==> config.mk <==
export PLATFORM = sky130hd
export DESIGN_NAME = pll_phase_step_ctrl
export DESIGN_NICKNAME = d
export VERILOG_FILES = /design/src/rtl/pll_phase_pkg.sv /design/src/rtl/pll_phase_acc.sv /design/src/rtl/pll_phase_step_ctrl.sv
export SDC_FILE = /design/constraint.sdc
export NUM_CORES = 1
export LEC_CHECK = 0
export CORE_MARGIN = 2
export CORE_UTILIZATION = 40
export DETAILED_ROUTE_END_ITERATION = 10
export PLACE_DENSITY_LB_ADDON = 0.15
export SETUP_SLACK_MARGIN = 0.4
export SLEW_MARGIN = 15
export SYNTH_ARGS = -nofsm -noshare
export SYNTH_HDL_FRONTEND = slang
export SYNTH_SLANG_ARGS = --single-unit
==> constraint.sdc <==
create_clock -name scanclk -period 2.8 [get_ports scanclk]
set_input_delay 0.42 -clock scanclk [delete_from_list [all_inputs] [get_ports scanclk]]
set_output_delay 0.42 -clock scanclk [all_outputs]
set_load 0.01 [all_outputs]
==> src/rtl/pll_phase_pkg.sv <==
`default_nettype none
// +----------------------------------------------------------------------------+
// | Package  : pll_phase_pkg                                                   |
// | Purpose  : Shared types and constants for the PLL dynamic phase-shift      |
// |            sequencer: FSM state encoding, default widths, burst sizing.    |
// | Revision : 1.0  initial release                                            |
// +----------------------------------------------------------------------------+
package pll_phase_pkg;

  // Sequencer states; explicit 3-bit encoding
  typedef enum logic [2:0] {
    S_IDLE    = 3'd0,
    S_LOAD    = 3'd1,
    S_PULSE   = 3'd2,
    S_WAIT_LO = 3'd3,
    S_WAIT_HI = 3'd4,
    S_FIN     = 3'd5
  } phase_state_t;

  // Default configuration of the sequencer
  localparam int DEF_N_OUTCLK = 5;
  localparam int DEF_CNTSEL_W = 5;
  localparam int DEF_NSTEP_W  = 3;
  localparam int DEF_REQ_W    = 16;
  localparam int DEF_TMO_CYC  = 1024;

  // Output counter C<n> is addressed by cntsel = n + CNTSEL_BASE
  localparam int CNTSEL_BASE  = 0;

  // Largest number of steps the PLL accepts in one phase_en burst
  function automatic int max_burst(input int nstep_w);
    return (1 << nstep_w) - 1;
  endfunction

  // Width of a counter index; never narrower than one bit
  function automatic int sel_width(input int n);
    return (n > 1) ? $clog2(n) : 1;
  endfunction

endpackage
`default_nettype wire

==> src/rtl/pll_phase_acc.sv <==
`default_nettype none
// +----------------------------------------------------------------------------+
// | Module   : pll_phase_acc                                                   |
// | Purpose  : Bank of per-output signed phase accumulators. Each completed    |
// |            burst adds +/-magnitude to the addressed entry (wrap-around).   |
// |            A clear request zeroes every entry and wins over an add.        |
// | Revision : 1.0  initial release                                            |
// +----------------------------------------------------------------------------+
module pll_phase_acc
  import pll_phase_pkg::*;
#(
  parameter int N_OUTCLK = DEF_N_OUTCLK,
  parameter int SEL_W    = sel_width(DEF_N_OUTCLK),
  parameter int NSTEP_W  = DEF_NSTEP_W,
  parameter int ACC_W    = DEF_REQ_W + 4
) (
  input  logic               clk,
  input  logic               rst,
  input  logic               clr,
  input  logic               add_en,
  input  logic [SEL_W-1:0]   add_sel,
  input  logic               add_updn,
  input  logic [NSTEP_W-1:0] add_mag,
  input  logic [SEL_W-1:0]   rd_sel,
  output logic [ACC_W-1:0]   rd_val
);

  logic [ACC_W-1:0] acc_r [N_OUTCLK];
  logic [ACC_W-1:0] delta;

  // Later shifts count positive, earlier shifts negative (two's complement)
  assign delta = add_updn ? ACC_W'(add_mag) : (~ACC_W'(add_mag) + ACC_W'(1));

  // Accumulator update: reset/clear zero everything, otherwise add to one entry
  always_ff @(posedge clk or posedge rst) begin
    if (rst) begin
      for (int i = 0; i < N_OUTCLK; i++) acc_r[i] <= '0;
    end else if (clr) begin
      for (int i = 0; i < N_OUTCLK; i++) acc_r[i] <= '0;
    end else if (add_en) begin
      for (int i = 0; i < N_OUTCLK; i++) begin
        if (add_sel == SEL_W'(i)) acc_r[i] <= acc_r[i] + delta;
      end
    end
  end

  // Read mux; out-of-range indices read as zero
  always_comb begin
    rd_val = '0;
    for (int i = 0; i < N_OUTCLK; i++) begin
      if (rd_sel == SEL_W'(i)) rd_val = acc_r[i];
    end
  end

endmodule
`default_nettype wire

==> src/rtl/pll_phase_step_ctrl.sv <==
`default_nettype none
// +----------------------------------------------------------------------------+
// | Module   : pll_phase_step_ctrl                                             |
// | Purpose  : Dynamic phase-shift sequencer for fPLL/IOPLL reconfig pins.     |
// |            Takes signed step requests, splits them into bursts of at most  |
// |            2**NSTEP_W-1 steps, pulses phase_en and tracks phase_done, with |
// |            per-burst timeout and lock-loss abort.                          |
// |            Optional macro PLL_PHASE_ACC_EN adds per-output accumulators    |
// |            readable through acc_sel/acc_val, cleared by acc_clr.           |
// | Revision : 1.0  initial release                                            |
// +----------------------------------------------------------------------------+
module pll_phase_step_ctrl
  import pll_phase_pkg::*;
#(
  parameter  int N_OUTCLK = DEF_N_OUTCLK,
  parameter  int CNTSEL_W = DEF_CNTSEL_W,
  parameter  int NSTEP_W  = DEF_NSTEP_W,
  parameter  int REQ_W    = DEF_REQ_W,
  parameter  int TMO_CYC  = DEF_TMO_CYC,
  localparam int SEL_W    = sel_width(N_OUTCLK)
) (
  input  logic                    scanclk,
  input  logic                    rst,
  input  logic                    req_valid,
  output logic                    req_ready,
  input  logic [SEL_W-1:0]        req_sel,
  input  logic signed [REQ_W-1:0] req_steps,
  output logic                    busy,
  output logic                    done,
  output logic                    err,
  input  logic                    pll_locked,
  output logic                    phase_en,
  output logic                    updn,
  output logic [CNTSEL_W-1:0]     cntsel,
  output logic [NSTEP_W-1:0]      num_phase_shifts,
  input  logic                    phase_done
`ifdef PLL_PHASE_ACC_EN
  ,
  input  logic [SEL_W-1:0]        acc_sel,
  output logic [REQ_W+3:0]        acc_val,
  input  logic                    acc_clr
`endif
);

  localparam int                 TMO_W    = $clog2(TMO_CYC) + 1;
  localparam int                 MAXB     = max_burst(NSTEP_W);
  localparam logic [REQ_W-1:0]   MAXB_REQ = REQ_W'(MAXB);
  localparam logic [NSTEP_W-1:0] MAXB_N   = NSTEP_W'(MAXB);
  localparam logic [TMO_W-1:0]   TMO_LAST = TMO_W'(TMO_CYC - 1);

  phase_state_t       state;
  phase_state_t       state_nxt;

  logic               ready_init;
  logic [SEL_W-1:0]   sel_r;
  logic               updn_r;
  logic [NSTEP_W-1:0] nps_r;
  logic [REQ_W-1:0]   rem_r;
  logic [TMO_W-1:0]   tmo_r;
  logic               err_r;

  logic [REQ_W-1:0]   steps_u;
  logic [REQ_W-1:0]   steps_abs;
  logic               accept;
  logic               sel_bad;
  logic               steps_zero;
  logic               start_burst;
  logic               burst_ok;
  logic               tmo_hit;
  logic [NSTEP_W-1:0] chunk;

  // Magnitude is taken as an unsigned REQ_W value so the most negative request is legal
  assign steps_u     = req_steps;
  assign steps_abs   = steps_u[REQ_W-1] ? ((~steps_u) + REQ_W'(1)) : steps_u;
  assign steps_zero  = (steps_u == '0);
  assign sel_bad     = (32'(req_sel) >= 32'(N_OUTCLK));
  assign accept      = req_valid && req_ready;
  assign start_burst = accept && !sel_bad && !steps_zero && pll_locked;
  assign chunk       = (rem_r > MAXB_REQ) ? MAXB_N : rem_r[NSTEP_W-1:0];
  assign tmo_hit     = (tmo_r == TMO_LAST);
  // A burst counts as issued only when the PLL reports completion while still locked
  assign burst_ok    = (state == S_WAIT_HI) && phase_done && pll_locked;

  // State register
  always_ff @(posedge scanclk or posedge rst) begin
    if (rst) state <= S_IDLE;
    else     state <= state_nxt;
  end

  // Next-state logic; lock loss anywhere mid-request aborts to FIN
  always_comb begin
    state_nxt = state;
    case (state)
      S_IDLE: begin
        if (accept) state_nxt = start_burst ? S_LOAD : S_FIN;
      end
      S_LOAD:  state_nxt = S_PULSE;
      S_PULSE: state_nxt = S_WAIT_LO;
      S_WAIT_LO: begin
        if (!phase_done)  state_nxt = S_WAIT_HI;
        else if (tmo_hit) state_nxt = S_FIN;
      end
      S_WAIT_HI: begin
        if (phase_done)   state_nxt = (rem_r != '0) ? S_LOAD : S_FIN;
        else if (tmo_hit) state_nxt = S_FIN;
      end
      S_FIN:   state_nxt = S_IDLE;
      default: state_nxt = S_IDLE;
    endcase
    if ((state != S_IDLE) && (state != S_FIN) && !pll_locked) state_nxt = S_FIN;
  end

  // Output decode from state and held burst registers
  always_comb begin
    req_ready        = ready_init && (state == S_IDLE);
    busy             = (state != S_IDLE);
    done             = (state == S_FIN);
    err              = (state == S_FIN) && err_r;
    phase_en         = (state == S_PULSE) && pll_locked;
    updn             = updn_r;
    cntsel           = CNTSEL_W'(sel_r) + CNTSEL_W'(CNTSEL_BASE);
    num_phase_shifts = nps_r;
  end

  // Request datapath: latch request, size bursts, count remaining steps and timeout
  always_ff @(posedge scanclk or posedge rst) begin
    if (rst) begin
      ready_init <= 1'b0;
      sel_r      <= '0;
      updn_r     <= 1'b0;
      nps_r      <= '0;
      rem_r      <= '0;
      tmo_r      <= '0;
      err_r      <= 1'b0;
    end else begin
      ready_init <= 1'b1;
      case (state)
        S_IDLE: begin
          if (accept) begin
            err_r <= sel_bad || !pll_locked;
            tmo_r <= '0;
            if (start_burst) begin
              sel_r  <= req_sel;
              updn_r <= (req_steps > 0);
              rem_r  <= steps_abs;
            end
          end
        end
        S_LOAD:  nps_r <= chunk;
        S_PULSE: begin
          rem_r <= rem_r - REQ_W'(nps_r);
          tmo_r <= '0;
        end
        S_WAIT_LO, S_WAIT_HI: tmo_r <= tmo_r + TMO_W'(1);
        default: ;
      endcase
      // Any exit to FIN other than a clean final burst reports an error
      if ((state != S_IDLE) && (state != S_FIN) && (state_nxt == S_FIN))
        err_r <= !(burst_ok && (rem_r == '0));
    end
  end

`ifdef PLL_PHASE_ACC_EN
  pll_phase_acc #(
    .N_OUTCLK (N_OUTCLK),
    .SEL_W    (SEL_W),
    .NSTEP_W  (NSTEP_W),
    .ACC_W    (REQ_W + 4)
  ) u_acc (
    .clk      (scanclk),
    .rst      (rst),
    .clr      (acc_clr),
    .add_en   (burst_ok),
    .add_sel  (sel_r),
    .add_updn (updn_r),
    .add_mag  (nps_r),
    .rd_sel   (acc_sel),
    .rd_val   (acc_val)
  );
`endif

endmodule
`default_nettype wire

## After elaboration in Yosys (flattened, before gate mapping)

Index checks and enable logic that the tools add are counted.

- Flip-flop bits (word level): 39
- Input port bits: 24
- Output and inout bits: 14
- Logic and storage cells: 75

- $add $sub $neg: 3
- $lt $le $gt $ge: 3
- Eq/ne operators: 10
- Muxes and demuxes: 18
- Bitwise gates (word level): 1
- Reduce and logical (&&, ||, !) cells: 32

Operators by type and width:

| cell | count |
|---|---|
| $mux 16 | 3 |
| $pmux 11 s3 | 1 |
| $logic_not 16->1 | 2 |
| $pmux 16 s2 | 1 |
| $mux 3 | 8 |
| $add 16x1->16 const B | 1 |
| $gt 16x1->1 const B | 1 |
| $gt 16x3->1 const B | 1 |
| $not 16->16 | 1 |
| $reduce_bool 16->1 | 1 |
| $sub 16x3->16 | 1 |
| $pmux 3 s5 | 1 |
| $logic_and 1x1->1 | 13 |
| $add 11x1->11 const B | 1 |
| $eq 11x10->1 const B | 1 |
| $mux 11 | 1 |
| $eq 3x3->1 const B | 3 |
| $eq 3x2->1 const B | 2 |
| $reduce_and 3->1 | 2 |
| $reduce_bool 2->1 | 3 |
| $reduce_bool 3->1 | 2 |
| $logic_not 1->1 | 4 |
| $ne 2x2->1 const B | 2 |
| $reduce_and 2->1 | 2 |
| other kinds (7) | 9 |

## Logic depth before layout (Yosys ltp)

- Depth in word-level cells: 14
- Gate-level depth with buffers: 10

## Worst setup path after synthesis

OpenSTA, ideal clock, no wires.

- Path kind: in2reg
- Start: input req_steps[1]
- End: register rem_r[4]
- Setup time: 123 ps
- Arrival time: 2222 ps
- Slack: 455 ps
- Stages on the path: 9
- Buffers on the path: 2
- Cells stage by stage: inv_1 > ha_1 > or3b_2 > clkbuf_1 > or3_4 > o21bai_4 > buf_6 > a21oi_1 > o221a_1

- Word-level cells in the longest chain between the ends: 6

RTL lines:

| item | line | RTL |
|---|---|---|
| start, declared | pll_phase_step_ctrl.sv:27 | `input logic signed [REQ_W-1:0] req_steps,` |
| $not 16->16 / $logic_not 16->1 (equally long branches) | pll_phase_step_ctrl.sv:74, pll_phase_step_ctrl.sv:75 |  |
| $add 16x1->16 / $logic_not 1->1 (equally long branches) | pll_phase_step_ctrl.sv:74, pll_phase_step_ctrl.sv:78 |  |
| $mux 16 / $logic_and 1x1->1 (equally long branches) | pll_phase_step_ctrl.sv:74, pll_phase_step_ctrl.sv:78 |  |
| $mux 16 / $logic_and 1x1->1 (equally long branches) | pll_phase_step_ctrl.sv:142, pll_phase_step_ctrl.sv:78 |  |
| $mux 16 / $ne 2x2->1 (equally long branches) | - |  |
| $pmux 16 s2 / $reduce_and 3->1 (equally long branches) | - |  |
| end signal, assigned | pll_phase_step_ctrl.sv:145 | `rem_r <= steps_abs;` |
| end signal, assigned | pll_phase_step_ctrl.sv:151 | `rem_r <= rem_r - REQ_W'(nps_r);` |
| end, declared | pll_phase_step_ctrl.sv:58 | `logic [REQ_W-1:0] rem_r;` |

Parallel ways exist; a longest one is shown, timed or not. The select of a mux whose other input is x is not followed.
A chain may end at the register's enable or synchronous reset.

## Worst setup path after layout

- Start: input req_steps[4]
- End: register rem_r[4]

Same word-level chain as after synthesis.

==> impl_metrics.env <==
export IMPL_synth_top_cells_by_area="dfrtp_1, xor2_1, mux2i_1, nand2_1, nor2_1"
export IMPL_tritoncts="built"
export IMPL_rows=30
export IMPL_multi_input_area_mm2=0.00171
export IMPL_clockRootBuffer="clkbuf_8"
export IMPL_wl_per_cell_um=14.9
export IMPL_hp_start="sel_r[2]"
export IMPL_finalSetupViolCount=0
export IMPL_rsz0062_at_grt="yes"
export IMPL_seq_area_um2=978
export IMPL_path_class="in -> reg"
export IMPL_grt_pass1_wl_mm=11.4
export IMPL_maxCapViolCount=0
export IMPL_synth_top_area_frac=0.342
export IMPL_syn_inst=318
export IMPL_num_vias=2493
export IMPL_tns_ns=0
export IMPL_drt_total_wl_mm=6.85
export IMPL_drt_iter0_drc=163
export IMPL_gp_congestion=0.818
export IMPL_grt_usage=0.184
export IMPL_cts_sinks=39
export IMPL_synthDistinctLibCells=68
export IMPL_slew_headroom=0.648
export IMPL_fmax_mhz=426
export IMPL_leakagePower_uw=0.00149
export IMPL_fin_ws_ns=0.450
export IMPL_postSynth_asyncResetShare=1.00
export IMPL_cp_arrival_ns=2.53
export IMPL_die_area_mm2=0.00783
export IMPL_synth_area_mm2=0.00286
export IMPL_tightest_slew_ns=0.528
export IMPL_critPathRequiredTime_ns=2.98
export IMPL_diodes=0
export IMPL_drc_errors=0
export IMPL_status="completed"
export IMPL_r2r_slack_ns=0.63
export IMPL_syn_avg_cell_area_um2=8.98
export IMPL_hold_depth=2
export IMPL_yosysTopAreaCell="dfrtp_1"
export IMPL_drtPass1Iterations=5
export IMPL_fin_skew_ns=0.00803
export IMPL_path_max_fanout=7
export IMPL_clkLatencyLatePin_ns=0.29
export IMPL_peakVddDrop_mv=0.309
export IMPL_nets=394
export IMPL_io_buffers=35
export IMPL_syn2layout_area_growth_pct=24.2
export IMPL_report_final_slew_viol_count=0
export IMPL_clk_pin_slew_ns=0.08
export IMPL_crit_path_start_kind="input pin"
export IMPL_min_period_ns=2.35
export IMPL_coreArea_mm2=0.00687
export IMPL_synth_edff_count=0
export IMPL_die_h_um=88.5
export IMPL_ys_ff_latch=39
export IMPL_viasPerCell=5.41
export IMPL_ctsLongestPathBuffers=2
export IMPL_crit_path_end_kind="flip-flop"
export IMPL_synth_seq_area_share=0.342
export IMPL_timing_rr_start="rem_r[0]"
export IMPL_rr_worst_depth=9
export IMPL_die_w_um=88.5
export IMPL_hp_class="reg -> reg"
export IMPL_layout_drive_gt1_share=0.153
export IMPL_pin_count=38
export IMPL_synth_ff_type="dfrtp_1"
export IMPL_reg2reg_to="rem_r[12]"
export IMPL_num_fill_cells=658
export IMPL_cts_hold_buf=0
export IMPL_hold_violations=0
export IMPL_cp_startpoint="req_steps[4]"
export IMPL_grt_max_degree=40
export IMPL_cts_buffers=5
export IMPL_gr_total_overflow=0
export IMPL_power_density_mw_per_mm2=715
export IMPL_start_util=0.416
export IMPL_min_period_over_period=0.839
export IMPL_dp_hpwl_mm=5.02
export IMPL_final_cell_mix="dfrtp_1, clkdlybuf4s50_1, nand2_1, nor2_1, buf_4"
export IMPL_worstHoldEndpoint="sel_r[2]"
export IMPL_grt_pass1_vias=2338
export IMPL_ant_nets=0
export IMPL_yosysWarnings=0
export IMPL_h_tree_depth=2
export IMPL_layout_commonest_cell="dfrtp_1"
export IMPL_antenna_found_initial=0
export IMPL_dpl_worst_slack_ns=-0.0355
[synth_stat cells (3+ instances only)]
library cell	instances
dfrtp_1	39
nand2_1	28
nor2_1	24
inv_1	16
xor2_1	15
and2_1	14
clkbuf_1	14
o21ai_0	13
mux2i_1	12
a21oi_1	8
nand4_1	8
xnor2_1	8
nor3_1	7
o31ai_1	7
nand4b_1	6
ha_1	5
nand3_1	5
nor4_1	5
nor2b_1	4
nor3b_1	4
o221a_1	4
buf_6	3
nand2b_1	3
nand3b_1	3
o21a_1	3
o221a_2	3
o22a_1	3
o41ai_1	3
or3_1	3
[sequential cells by signal (all words and copies together) (netlist names)]
register,flops
rem_r,16
tmo_r,11
num_phase_shifts,3
sel_r,3
state,3
err_r,1
ready_init,1
updn,1
[routing by layer]
layer,track usage,vias to the layer above,share of wire,wire [µm]
li1,-,1236,-,-
met1,0.256,1192,0.48,3280
met2,0.298,56,0.46,3180
met3,0.0299,9,0.043,292
met4,0.0523,0,0.014,95
met5,0,-,0,0
[what timing repair did]
action | 4_1_cts | 5_1_grt
buffers inserted | 3 | 1
gates cloned | 1 | 0
gates resized for setup | 3 | 10
endpoints found under the setup margin | 9 | 14
pin swaps | 1 | 4
[area by class of cell]
class	count	area share
Timing Repair Buffer	61	0.168
Multi-Input combinational cell	241	0.481
Inverter	16	0.0169
Clock buffer	6	0.0205
Sequential cell	39	0.276
Clock inverter	2	0.00353
Tap cell	96	0.0339
[power by group]
group          leakage (µW)  switching, µW  internal [µW]
logic              0.000987            570            585
clock network     0.0000412            208            174
registers          0.000462            242            756
total               0.00149           1020           1510
[how the worst max path moves through the flow]
stage / cells after the start / slack [ns] / to
CTS: 7 / 0.39 / rem_r[4]
global route: 6 / 0.38 / rem_r[14]
floorplan: 9 / 0.45 / rem_r[4]
global placement: 9 / 0.05 / rem_r[7]
detailed placement: 9 / -0.04 / rem_r[5]
finish: 8 / 0.45 / rem_r[4]
[critical path: stages]
cell and delay (ns):
clkdlybuf4s50_1 0.42, or4_4 0.51, or3_4 0.43, o21bai_4 0.21, buf_12 0.13, buf_16 0.11
a21oi_1 0.06, o221a_1 0.23
[through the flow]
| stage | instance area, µm² | cells | utilization | hold slack (ns) | power [µW] |
|---|---|---|---|---|---|
| after floorplan | 2860 | 319 | - | 0.474 | 1750 |
| after global placement | 3370 | 448 | 0.491 | 0.461 | 2120 |
| after detailed placement | 3370 | 448 | 0.491 | 0.464 | 2140 |
| after CTS | 3510 | 460 | 0.511 | 0.483 | 2540 |
| after global routing | 3550 | 461 | 0.516 | 0.510 | 2740 |
| final | 3550 | 461 | 0.516 | 0.477 | 2530 |
[logic make-up after synthesis]
group | share of synthesized area
multiplexers | 0.0500
AND/OR/NAND/NOR | 0.255
AO/OA/AOI/OAI | 0.185
adder cells (fa/ha/maj) | 0.0289
XOR/XNOR | 0.0706
other | 0.00263
buffers and inverters | 0.0662
flip-flops | 0.342
Note: power is estimated with default switching activity, not from simulation.
